[src/rtl/instr_fetch_unit.sv]
// rtl/instr_fetch_unit.sv - PC, instruction-memory request/ack fetch and IR for the control unit
module instr_fetch_unit #(
  parameter int                 ADDR_W   = 16,
  parameter logic [ADDR_W-1:0]  RESET_PC = '0,
  parameter int                 TIMEOUT  = 15
) (
  input  logic              CLK,
  input  logic              RESET,
  input  logic              W_PC,
  input  logic              S_MXPC,
  input  logic [ADDR_W-1:0] PC_TARGET,
  output logic              IM_REQ,
  output logic [ADDR_W-1:0] IM_ADDR,
  input  logic              IM_ACK,
  input  logic [31:0]       IM_DATA,
  output logic [31:0]       IR,
  output logic [2:0]        TYPE,
  output logic [4:0]        OP,
  output logic              INSTR_VALID,
  output logic [ADDR_W-1:0] PC_OUT,
  output logic [ADDR_W-1:0] PC_INC,
  output logic [31:0]       INSTR_CNT,
  output logic              IM_ERR
);

  typedef enum logic [1:0] {
    S_IDLE  = 2'd0,
    S_FETCH = 2'd1,
    S_HOLD  = 2'd2
  } state_t;

  // Counter only has to reach TIMEOUT-1; keep at least one bit for TIMEOUT=1.
  localparam int                TW       = (TIMEOUT > 1) ? $clog2(TIMEOUT) : 1;
  localparam logic [TW-1:0]     TMO_LAST = TW'(TIMEOUT - 1);
  localparam logic [TW-1:0]     TMO_ONE  = TW'(1);
  localparam logic [ADDR_W-1:0] PC_ONE   = ADDR_W'(1);

  state_t            state_q;
  logic [ADDR_W-1:0] pc_q;
  logic [ADDR_W-1:0] pc_d;
  logic [31:0]       ir_q;
  logic              valid_q;
  logic [31:0]       cnt_q;
  logic              err_q;
  logic [TW-1:0]     tmo_q;

  assign pc_d = S_MXPC ? PC_TARGET : (pc_q + PC_ONE);

  always_ff @(posedge CLK or posedge RESET) begin
    if (RESET) begin
      state_q <= S_IDLE;
      pc_q    <= RESET_PC;
      ir_q    <= '0;
      valid_q <= 1'b0;
      cnt_q   <= '0;
      err_q   <= 1'b0;
      tmo_q   <= '0;
    end else begin
      case (state_q)
        S_IDLE: begin
          state_q <= S_FETCH;
        end
        S_FETCH: begin
          // An ACK on the final wait cycle still wins over the timeout.
          if (IM_ACK) begin
            ir_q    <= IM_DATA;
            valid_q <= 1'b1;
            tmo_q   <= '0;
            state_q <= S_HOLD;
          end else if (tmo_q == TMO_LAST) begin
            err_q   <= 1'b1;
            tmo_q   <= '0;
            state_q <= S_IDLE;
          end else begin
            tmo_q <= tmo_q + TMO_ONE;
          end
        end
        S_HOLD: begin
          if (W_PC) begin
            pc_q    <= pc_d;
            valid_q <= 1'b0;
            cnt_q   <= cnt_q + 32'd1;
            state_q <= S_FETCH;
          end
        end
        default: begin
          state_q <= S_IDLE;
        end
      endcase
    end
  end

  assign IM_REQ      = (state_q == S_FETCH);
  assign IM_ADDR     = pc_q;
  assign PC_OUT      = pc_q;
  assign PC_INC      = pc_q + PC_ONE;
  assign IR          = ir_q;
  assign TYPE        = ir_q[31:29];
  assign OP          = ir_q[28:24];
  assign INSTR_VALID = valid_q;
  assign INSTR_CNT   = cnt_q;
  assign IM_ERR      = err_q;

endmodule

[config.mk]
export PLATFORM = sky130hd
export DESIGN_NAME = instr_fetch_unit
export DESIGN_NICKNAME = d
export VERILOG_FILES = /design/src/rtl/instr_fetch_unit.sv
export SDC_FILE = /design/constraint.sdc
export NUM_CORES = 1
export LEC_CHECK = 0
export ABC_AREA = 1
export BUFFER_PORTS_ARGS = -buffer_cell sky130_fd_sc_hd__buf_2
export CAP_MARGIN = 40
export CORE_ASPECT_RATIO = 0.5
export CORE_UTILIZATION = 50
export CTS_BUF_LIST = sky130_fd_sc_hd__clkbuf_8
export DETAILED_ROUTE_END_ITERATION = 10
export MAX_ROUTING_LAYER = met4
export PLACE_DENSITY = 0.88
export RECOVER_POWER = 100
export SLEW_MARGIN = 5
export SYNTH_ARGS = -nofsm -noshare
export SYNTH_HDL_FRONTEND = slang
export SYNTH_SLANG_ARGS = --single-unit
[constraint.sdc]
create_clock -name CLK -period 3.8 [get_ports CLK]
set_input_delay 0.38 -clock CLK [delete_from_list [all_inputs] [get_ports CLK]]
set_output_delay 0.38 -clock CLK [all_outputs]
set_load 0.03 [all_outputs]
==> qor.yml <==
drive_above_1_share: 0.1145
pin_count: 176
ant_nets: 0
r2r_start: "state_q[0]$_DFFE_PP0P_"
rr_endpoint: "INSTR_CNT[30]$_DFFE_PP0P_"
critPathArrivalTime_ns: 3.11
die_y_um: 70.61
p_per_area_mw_per_mm2: 800.1
clkTransAtPathRegs_ns: 0.09
drtIter0Drc: 316
cts_buffers: 9
initial_utilization: 0.5278
fin_crit_ns: 2.857
grt_overflow: 0
slowest_stage: "nand3_1"
tightest_slew_ns: 1.542
postCtsSetupRepairBufs: 0
cts_sinks: 88
cts-htree-levels: 3
maxSlewViolCount: 30
core_mm2: 0.008919
clockBufferDepth: 2
fmax_mhz: 350.1
drc: 8
maxCapViolations: 1
wl_per_cell_um: 14.17
post-route-util: 0.6073
hold_depth: 2
dp_hpwl_um: 8579
setup_tns_ns: 0
syn_avg_cell_area_um2: 8.864
gp_congestion: 0.8605
synthesis.area_mm2: 0.004707
power_leakage_nw: 2.597
layout_commonest_cell: "nand2_1"
end_kind: "flop"
finClkSkew_ns: 0.01117
reg2reg_slack_ns: 0.94
grt_util_all_layers: 0.2454
cp_max_fo: 35
path_delay_family: "simple AND/OR/NAND/NOR gates"
violations: "design-rule violations, max-capacitance violations, max-slew violations"
syn_inst: 531
grt_pass1_vias: 3854
firstDrtPassIters: 7
irDropWorstVdd_v: 0.0004010
cp-start-kind: "flop"
syn-num-nets: 588
hp-start: "IM_DATA[25]"
syn_to_final_growth_pct: 15.07
final_cell_mix: "nand2_1, clkbuf_1, dfrtp_1, nor2_1, buf_2"
n_antenna_cell: 0
yosys_warnings: 0
antenna_found_initial: 0
cts_root_buffer: "clkbuf_8"
via_per_inst: 5.053
setup_ws_ns: 0.9435
hold_ws_ns: 0.2272
slew_headroom: -0.02778
cp_num_buf_inv: 1
rsz0062_at_grt: "false"
hold_viol: 0
hold_end: "IR[25]$_DFFE_PP0P_"
ctsResizeCount: 0
dieWidth_um: 139.2
grt_max_degree: 52
finalSetupViolations: 0
path_cells: "inv_1 > nand3_1 > nor2_1 > nand3_1 > nor2_1 > nand2_1 > nand2_1 > nand2_1"
ys_seq_area_frac: 0.4678
num_vias: 4078
cts_tree: "done"
place_area_mm2: 0.005493
outcome: "finished, violations left"
portBuffers: 175
row_count: 24
ys_seq_elements: 88
critical_path_depth: 8
synth_cell_type_count: 32
post-place-ws_ns: 1.476
slowest_delay_ns: 0.94
path_common_cell: "nand2_1"
grt_pass1_wl_um: 18410
final_nets: 742
rr_worst_depth: 8
design_area_mm2: 0.005416
critical_path_required_ns: 4.06
worst_skew_pair.late_latency_ns: 0.36
dieArea_mm2: 0.009830
hold_class: "input port to flop"
totalWireLength_um: 11440
finalCritPeriodShare: 0.7517
crit_type: "flop to flop"
logic make-up (layout without fill, tap and decap cells):
kind of cell    after synthesis  count (layout)  synth area share
xor+xnor                     27              27           0.05024
mux                          32              32           0.09888
buf+inv                      86             245           0.09543
fa+ha+maj                     4               4           0.01063
simple gates                266             266            0.2430
flops                        88              88            0.4678
compound gates               28              28           0.03402
cell usage after synthesis:
cell      count  area share
a21boi_0      2      0.0032
nand2_4       1      0.0024
inv_1        48       0.038
nand3_2       1      0.0021
inv_2         2      0.0016
nand2_1     136        0.11
clkbuf_1      5      0.0040
buf_1         1     0.00080
mux2_4       28       0.089
a21oi_1       6      0.0064
buf_6         4      0.0096
ha_1          4       0.011
o21ai_0      14       0.015
nor2_1       56       0.045
or2_2         2      0.0027
nand3b_1      4      0.0064
buf_2         1      0.0011
and2_1        1      0.0013
clkinv_4      1      0.0019
dfrtp_1      88        0.47
buf_4        24       0.038
nand3_1      38       0.040
or2_1         1      0.0013
and3_1        1      0.0013
a22oi_1       4      0.0064
xnor2_1      12       0.022
o31ai_1       2      0.0032
nor3_1        5      0.0053
nand4_1      15       0.020
xor2_1       15       0.028
nor2_2        5      0.0066
mux2_2        4      0.0096
power by group:
| part | total (mW) | internal (mW) | switching (mW) |
|---|---|---|---|
| sequential | 1.52 | 1.24 | 0.287 |
| clock | 0.669 | 0.323 | 0.346 |
| combinational | 2.14 | 0.518 | 1.62 |
| total | 4.33 | 2.08 | 2.26 |
per-stage QoR:
stage	cells	total power, mW
2_1_floorplan	531	3.483
3_3_place_gp	790	3.926
3_5_place_dp	790	3.984
4_1_cts	807	4.661
5_1_grt	807	4.574
6_report	807	4.334
per-layer routing:
metal | global-route usage | share of wire | vias up
met3 | 0.04604 | 0.051 | 16
met4 | 0.08148 | 0.012 | 0
li1 | - | - | 1988
met2 | 0.4108 | 0.49 | 124
met5 | - | 0 | -
met1 | 0.3045 | 0.44 | 1950
final cells by class:
cell class | instances | area (um2)
Clock buffer | 10 | 137.6
Sequential cell | 88 | 2202
Clock inverter | 6 | 66.31
Timing Repair Buffer | 178 | 742.0
Multi-Input combinational cell | 357 | 1928
Fill cell | 860 | 3502
Tap cell | 117 | 146.4
Inverter | 51 | 193.9
flip-flops by register name, indices dropped and copies added, names as in the netlist:
signal / flops
INSTR_CNT: 32
IR: 32
IM_ADDR: 16
tmo_q: 4
state_q: 2
IM_ERR: 1
INSTR_VALID: 1
repair_timing:
action	CTS	global route
hold buffers	1	0
hold endpoints to repair	8	0
setup endpoints to repair	0	0
worst max path at each step:
stage | startpoint | end
after detailed placement | W_PC | INSTR_CNT[21]$_DFFE_PP0P_
after CTS | IM_ADDR[1]$_DFFE_PP0P_ | PC_INC[10]
final | state_q[0]$_DFFE_PP0P_ | INSTR_CNT[30]$_DFFE_PP0P_
after global placement | W_PC | INSTR_CNT[21]$_DFFE_PP0P_
after global routing | state_q[0]$_DFFE_PP0P_ | INSTR_CNT[30]$_DFFE_PP0P_
after floorplan | RESET | IM_ADDR[0]$_DFFE_PP0P_
No activity file was read; power rests on OpenSTA's default activity.
